[src/rtl/console_xbar_pkg.sv]
// Shared types for the console crossbar: FSM states, route entries and width helper.
package console_xbar_pkg;

    localparam logic IDLE_LEVEL_DEFAULT = 1'b1;

    // Route selectors are stored at a fixed width so one struct serves every INPUT_COUNT.
    localparam int ROUTE_SEL_W = 16;

    typedef enum logic [1:0] {
        IDLE  = 2'd0,
        BREAK = 2'd1,
        APPLY = 2'd2
    } xbar_state_e;

    typedef struct packed {
        logic [ROUTE_SEL_W-1:0] sel;
        logic                   en;
    } route_t;

    function automatic int clog2_min1(input int n);
        return (n <= 2) ? 1 : $clog2(n);
    endfunction

endpackage

[src/rtl/console_xbar_if.sv]
// Source, configuration and routed-output bundle for console_xbar.
interface console_xbar_if #(
    parameter int INPUT_COUNT  = 16,
    parameter int OUTPUT_COUNT = 16
);
    import console_xbar_pkg::*;

    localparam int SEL_W = $clog2(INPUT_COUNT);
    localparam int OUT_W = clog2_min1(OUTPUT_COUNT);

    logic [INPUT_COUNT-1:0]  sources;
    logic                    cfg_valid;
    logic                    cfg_ready;
    logic [OUT_W-1:0]        cfg_out;
    logic [SEL_W-1:0]        cfg_sel;
    logic                    cfg_en;
    logic                    cfg_err;
    logic                    cfg_commit;
    logic                    commit_done;
    logic                    busy;
    logic [OUTPUT_COUNT-1:0] out;

    modport master (
        output sources, cfg_valid, cfg_out, cfg_sel, cfg_en, cfg_commit,
        input  cfg_ready, cfg_err, commit_done, busy, out
    );

    modport slave (
        input  sources, cfg_valid, cfg_out, cfg_sel, cfg_en, cfg_commit,
        output cfg_ready, cfg_err, commit_done, busy, out
    );

endinterface

[src/rtl/console_xbar_sync2.sv]
// Single-bit two-flop synchronizer with a configurable reset level.
module xbar_sync2 #(
    parameter logic RESET_VAL = 1'b1
) (
    input  logic clk,
    input  logic rst,
    input  logic d,
    output logic q
);
    logic meta_q, meta_d;
    logic sync_q, sync_d;

    always_comb begin
        meta_d = d;
        sync_d = meta_q;
    end

    always_ff @(posedge clk) begin
        if (rst) begin
            meta_q <= RESET_VAL;
            sync_q <= RESET_VAL;
        end else begin
            meta_q <= meta_d;
            sync_q <= sync_d;
        end
    end

    assign q = sync_q;

endmodule

[src/rtl/console_xbar.sv]
// Registered console-line crossbar with shadow route table and break-before-make commit.
// Define XBAR_SYNC_EN to pass every source through a two-flop synchronizer first.
module console_xbar
    import console_xbar_pkg::*;
#(
    parameter int   INPUT_COUNT  = 16,
    parameter int   OUTPUT_COUNT = 16,
    parameter int   BREAK_CYCLES = 16,
    parameter logic IDLE_LEVEL   = IDLE_LEVEL_DEFAULT
) (
    input logic           clk,
    input logic           rst,
    console_xbar_if.slave bus
);
    localparam int SEL_W = $clog2(INPUT_COUNT);
    localparam int OUT_W = clog2_min1(OUTPUT_COUNT);
    localparam int CNT_W = 16;
    localparam logic [CNT_W-1:0] CNT_LOAD = CNT_W'(BREAK_CYCLES);
    localparam logic [SEL_W:0]   SEL_LAST = (SEL_W+1)'(INPUT_COUNT - 1);
    localparam logic [OUT_W:0]   OUT_LAST = (OUT_W+1)'(OUTPUT_COUNT - 1);

    xbar_state_e             state_q, state_d;
    logic [CNT_W-1:0]        cnt_q, cnt_d;
    logic [OUTPUT_COUNT-1:0] brk_q, brk_d;
    logic [OUTPUT_COUNT-1:0] out_q, out_d;
    logic [OUTPUT_COUNT-1:0] hold;
    route_t                  shadow_q [OUTPUT_COUNT];
    route_t                  shadow_d [OUTPUT_COUNT];
    route_t                  active_q [OUTPUT_COUNT];
    route_t                  active_d [OUTPUT_COUNT];
    route_t                  eff_route [OUTPUT_COUNT];
    logic                    err_q, err_d;
    logic                    done_q, done_d;
    logic [INPUT_COUNT-1:0]  src;
    logic                    cfg_bad;

`ifdef XBAR_SYNC_EN
    for (genvar g = 0; g < INPUT_COUNT; g++) begin : g_sync
        xbar_sync2 #(.RESET_VAL(IDLE_LEVEL)) u_sync (
            .clk (clk),
            .rst (rst),
            .d   (bus.sources[g]),
            .q   (src[g])
        );
    end
`else
    assign src = bus.sources;
`endif

    assign cfg_bad = ({1'b0, bus.cfg_out} > OUT_LAST) || ({1'b0, bus.cfg_sel} > SEL_LAST);

    // Writes land only in IDLE; a commit compares the post-write shadow against the active table.
    always_comb begin
        state_d  = state_q;
        cnt_d    = cnt_q;
        brk_d    = brk_q;
        shadow_d = shadow_q;
        active_d = active_q;
        err_d    = 1'b0;
        done_d   = 1'b0;
        unique case (state_q)
            IDLE: begin
                if (bus.cfg_valid) begin
                    if (cfg_bad) begin
                        err_d = 1'b1;
                    end else begin
                        shadow_d[bus.cfg_out] = '{sel: ROUTE_SEL_W'(bus.cfg_sel), en: bus.cfg_en};
                    end
                end
                if (bus.cfg_commit) begin
                    for (int i = 0; i < OUTPUT_COUNT; i++) begin
                        brk_d[i] = (shadow_d[i] != active_q[i]);
                    end
                    cnt_d   = CNT_LOAD;
                    state_d = ((|brk_d) && (BREAK_CYCLES > 0)) ? BREAK : APPLY;
                end
            end
            BREAK: begin
                cnt_d = cnt_q - 16'd1;
                if (cnt_q <= 16'd1) begin
                    state_d = APPLY;
                end
            end
            APPLY: begin
                active_d = shadow_q;
                brk_d    = '0;
                done_d   = 1'b1;
                state_d  = IDLE;
            end
            default: state_d = IDLE;
        endcase
    end

    // The APPLY cycle already drives the new table so changed lines idle exactly BREAK_CYCLES.
    always_comb begin
        for (int i = 0; i < OUTPUT_COUNT; i++) begin
            eff_route[i] = (state_q == APPLY) ? shadow_q[i] : active_q[i];
            hold[i]      = brk_q[i] & (state_q != APPLY);
            out_d[i]     = (eff_route[i].en & ~hold[i]) ? src[eff_route[i].sel[SEL_W-1:0]]
                                                         : IDLE_LEVEL;
        end
    end

    always_ff @(posedge clk) begin
        if (rst) begin
            state_q  <= IDLE;
            cnt_q    <= '0;
            brk_q    <= '0;
            shadow_q <= '{default: '0};
            active_q <= '{default: '0};
            out_q    <= {OUTPUT_COUNT{IDLE_LEVEL}};
            err_q    <= 1'b0;
            done_q   <= 1'b0;
        end else begin
            state_q  <= state_d;
            cnt_q    <= cnt_d;
            brk_q    <= brk_d;
            shadow_q <= shadow_d;
            active_q <= active_d;
            out_q    <= out_d;
            err_q    <= err_d;
            done_q   <= done_d;
        end
    end

    assign bus.cfg_ready   = (state_q == IDLE);
    assign bus.busy        = (state_q != IDLE);
    assign bus.cfg_err     = err_q;
    assign bus.commit_done = done_q;
    assign bus.out         = out_q;

endmodule
[src/flat_wrapper.sv]
// flat-port wrapper written by rule: the top's interface ports become plain ports
module console_xbar_flat import console_xbar_pkg::*;
#(
    parameter int   INPUT_COUNT  = 16,
    parameter int   OUTPUT_COUNT = 16,
    parameter int   BREAK_CYCLES = 16,
    parameter logic IDLE_LEVEL   = IDLE_LEVEL_DEFAULT
)
  (clk, rst, bus_sources, bus_cfg_valid, bus_cfg_out, bus_cfg_sel, bus_cfg_en, bus_cfg_commit, bus_cfg_ready, bus_cfg_err, bus_commit_done, bus_busy, bus_out);
  console_xbar_if #(.INPUT_COUNT(INPUT_COUNT), .OUTPUT_COUNT(OUTPUT_COUNT)) bus_i ();
  input logic clk;
  input logic rst;
  input wire logic [$bits(bus_i.sources)-1:0] bus_sources;
  input wire logic [$bits(bus_i.cfg_valid)-1:0] bus_cfg_valid;
  input wire logic [$bits(bus_i.cfg_out)-1:0] bus_cfg_out;
  input wire logic [$bits(bus_i.cfg_sel)-1:0] bus_cfg_sel;
  input wire logic [$bits(bus_i.cfg_en)-1:0] bus_cfg_en;
  input wire logic [$bits(bus_i.cfg_commit)-1:0] bus_cfg_commit;
  output wire logic [$bits(bus_i.cfg_ready)-1:0] bus_cfg_ready;
  output wire logic [$bits(bus_i.cfg_err)-1:0] bus_cfg_err;
  output wire logic [$bits(bus_i.commit_done)-1:0] bus_commit_done;
  output wire logic [$bits(bus_i.busy)-1:0] bus_busy;
  output wire logic [$bits(bus_i.out)-1:0] bus_out;
  assign bus_i.sources = bus_sources;
  assign bus_i.cfg_valid = bus_cfg_valid;
  assign bus_i.cfg_out = bus_cfg_out;
  assign bus_i.cfg_sel = bus_cfg_sel;
  assign bus_i.cfg_en = bus_cfg_en;
  assign bus_i.cfg_commit = bus_cfg_commit;
  assign bus_cfg_ready = bus_i.cfg_ready;
  assign bus_cfg_err = bus_i.cfg_err;
  assign bus_commit_done = bus_i.commit_done;
  assign bus_busy = bus_i.busy;
  assign bus_out = bus_i.out;
  console_xbar #(.INPUT_COUNT(INPUT_COUNT), .OUTPUT_COUNT(OUTPUT_COUNT), .BREAK_CYCLES(BREAK_CYCLES), .IDLE_LEVEL(IDLE_LEVEL)) u_core (.clk(clk), .rst(rst), .bus(bus_i));
endmodule
[config.mk]
export PLATFORM = sky130hd
export DESIGN_NAME = console_xbar_flat
export DESIGN_NICKNAME = d
export VERILOG_FILES = /design/src/rtl/console_xbar_pkg.sv /design/src/rtl/console_xbar_if.sv /design/src/rtl/console_xbar_sync2.sv /design/src/rtl/console_xbar.sv /design/src/flat_wrapper.sv
export SDC_FILE = /design/constraint.sdc
export NUM_CORES = 2
export LEC_CHECK = 0
export ABC_AREA = 1
export BUFFER_PORTS_ARGS = -buffer_cell sky130_fd_sc_hd__buf_4
export CORE_MARGIN = 1
export CORE_UTILIZATION = 50
export CTS_BUF_LIST = sky130_fd_sc_hd__clkbuf_8 sky130_fd_sc_hd__clkbuf_16
export DETAILED_ROUTE_END_ITERATION = 8
export PLACE_DENSITY = 0.66
export RECOVER_POWER = 100
export SYNTH_ARGS = -nofsm -noshare
export SYNTH_HDL_FRONTEND = slang
export SYNTH_HIERARCHICAL = 1
export SYNTH_SLANG_ARGS = --single-unit
[constraint.sdc]
create_clock -name clk -period 4.76 [get_ports clk]
set_input_delay 0.714 -clock clk [delete_from_list [all_inputs] [get_ports clk]]
set_output_delay 0.714 -clock clk [all_outputs]
set_load 0.005 [all_outputs]
==> flow_summary.ini <==
[sta]
skew_ns = 0.0186
tightest_slew_ns = 2.32
period_needed_ns = 3.89
whs_ns = 0.460
hold_viol = 0
drv_slew = 353
fin_crit_sh_pct = 81.7
setup_tns_ns = 0
finalSetupViolations = 0
grt_setup_unrepaired = false
fmax_ghz = 0.257
fin_ws_ns = 0.869
relSlewSlack_pct = -54.6

[clocking]
cts_sinks = 595
post_cts_resized = 0
cts_root_buf = clkbuf_16
clock_latency_ns = 0.60
clkTransAtPathRegs_ns = 0.06
post_cts_buffers = 0
cts_tree = yes
cts_max_level = 3
clk_path_buf_depth = 3
holdBufCountCts = 0
numCtsBuffers = 67

[synth]
async_reset_ff_share_pct = 0
ys_seq_elements = 595
synth_ff_type = dfxtp_1
synth_cells = 4300
syn_avg_cell_area_um2 = 6.65
synth_common_cells = 1164 x nand2_1, 595 x dfxtp_1, 444 x inv_1
yosysTopAreaCellShare_pct = 41.7
synthTopCellsByArea = dfxtp_1 42%, nand2_1 15%, o21ai_0 6.8%
syn_area_um2 = 28600
synth_edf_count = 0
yosysSeqAreaShare_pct = 41.7
synth_most_common_cell = nand2_1
synth_largest_area_cell = dfxtp_1
ys_warn_count = 6
synth.distinct_cells = 40
syn_nets = 4331

[worst_setup_path]
crit_path_end_kind = flop
crit_chain = clkbuf_1, clkbuf_2, a21oi_1, o21ai_0, inv_1, nand4_1
path_buf_inv = 3
worst-path-max-fanout = 73
crit_type = in2reg
start_kind = primary input
critPathMaxStageDelay_ns = 1.61
crit_family = buffers and inverters
critPathRequiredTime_ns = 5.27
arrival_ns = 4.40
cp_slowest_cell = clkbuf_1

[place]
pre_cts_ws_ns = 1.16
gp_congestion = 0.874
dp_hpwl_um = 46400
dpl_cell_area_um2 = 29300
port_buffers = 47

[status]
violations = DRC, capacitance limit, slew limit
outcome = finished, violations left

[floorplanning]
dieHeight_um = 241
die_area_um2 = 58100
die-width_um = 241
fp-row-count = 87
start_util_pct = 50.6
fp.coreArea_um2 = 56500
io_pins = 49

[drt]
ant_nets = 0
wire_per_inst_um = 15.4
drc_errors = 2
drt-total-wl_um = 77100
drt_pass1_iterations = 8
vias_per_cell = 5.34
drtIter0Drc = 2297
vias = 26800

[run]
drv_cap = 12

[layout]
fin_nets = 4240
syn2layout_area_growth_pct = 9.90
drive_gt1_share_pct = 4.67
fin_area_um2 = 31400

[pwr]
power_uw = 12200
p_leak_uw = 0.0137
peakVddDrop_uv = 240
power.density_nw_per_um2 = 387

[global_route]
grt_use_total_pct = 26.3
grt_pass1_wl_um = 123000
gr-total-overflow = 0
grt_antenna_before_repair = 3
grt_pass1_vias = 23400
grt_max_degree = 164

[worst_hold_path]
holdCritPathClass = reg2reg
power by group:
part           total [µW]  internal [µW]  switching [µW]  leakage (µW)
sequential           5340           5220             128       0.00481
clock                5050           2950            2100       0.00113
combinational        1780            546            1240       0.00778
total               12200           8710            3470        0.0137
final timing paths:
path,start,to,slack (ns),cells after the start
max,rst,u_core/bus.out[9],0.87,6
max reg2reg,u_core/state_q[1],u_core/bus.out[4],0.94,11
min reg2reg,u_core/shadow_q[230],u_core/shadow_q[230],0.46,2
min,u_core/shadow_q[230],u_core/shadow_q[230],0.46,2
kinds of logic (layout without fill, tap and decap cells):
family,Yosys count,count (layout),synth area share (%)
simple gates,2104,2104,31.1
compound gates,857,857,16.7
buf+inv,704,662,9.34
flops,595,595,41.7
xor+xnor,37,37,1.13
fa+ha+maj,2,2,0.0875
other cells,1,2,0.0131
cells in the final DEF (no fill, tap or decap), types with 32 or more instances in the layout:
cell type and count:
a211oi_1 47, a21oi_1 262, buf_4 63, clkbuf_16 69, dfxtp_1 595, inv_1 459, nand2_1 1163, nand3_1 289
nand3b_1 107, nand4_1 32, nor2_1 436, nor3_1 65, o211ai_1 107, o21ai_0 397, xor2_1 37
layout make-up:
cell class / count / area [µm²]
clock inverters: 36 / 250
well taps: 756 / 946
inverters: 450 / 1700
fillers: 5439 / 25100
multi-input cells: 3001 / 14000
repair buffers: 94 / 697
clock buffers: 82 / 1910
flip-flops and latches: 595 / 11900
diodes: 1 / 2.50
flip-flops by register name, summed over array words and instances, names as in the netlist:
| register | count |
|---|---|
| u_core/active_q | 272 |
| u_core/brk_q | 16 |
| u_core/bus.commit_done | 1 |
| u_core/bus.out | 16 |
| u_core/cnt_q | 16 |
| u_core/shadow_q | 272 |
| u_core/state_q | 2 |
per-layer routing:
| layer | wire length (µm) | global-route usage, % | vias up |
|---|---|---|---|
| met2 | 34000 | 42.4 | 786 |
| li1 | - | - | 13800 |
| met4 | 2030 | 8.86 | 0 |
| met3 | 5200 | 4.17 | 138 |
| met5 | 0 | 0 | - |
| met1 | 35900 | 35.7 | 12100 |
worst reg2reg max path, stage by stage (launching register included):
cell	delay, ns
dfxtp_1	0.35
inv_1	0.05
nor2_1	0.87
inv_8	0.52
clkbuf_1	0.80
nand2_1	0.21
o21ai_0	0.22
inv_1	0.22
o21ai_0	0.10
a21oi_1	0.18
o221ai_1	0.15
nand4_1	0.09
stage by stage:
step / util, % / cells
3_3_place_gp: 51.9 / 4896
5_1_grt: 55.6 / 5014
2_1_floorplan: - / 4300
6_report: 55.6 / 5015
3_5_place_dp: 51.9 / 4896
4_1_cts: 55.7 / 5014
(Power assumes the default switching activity.)
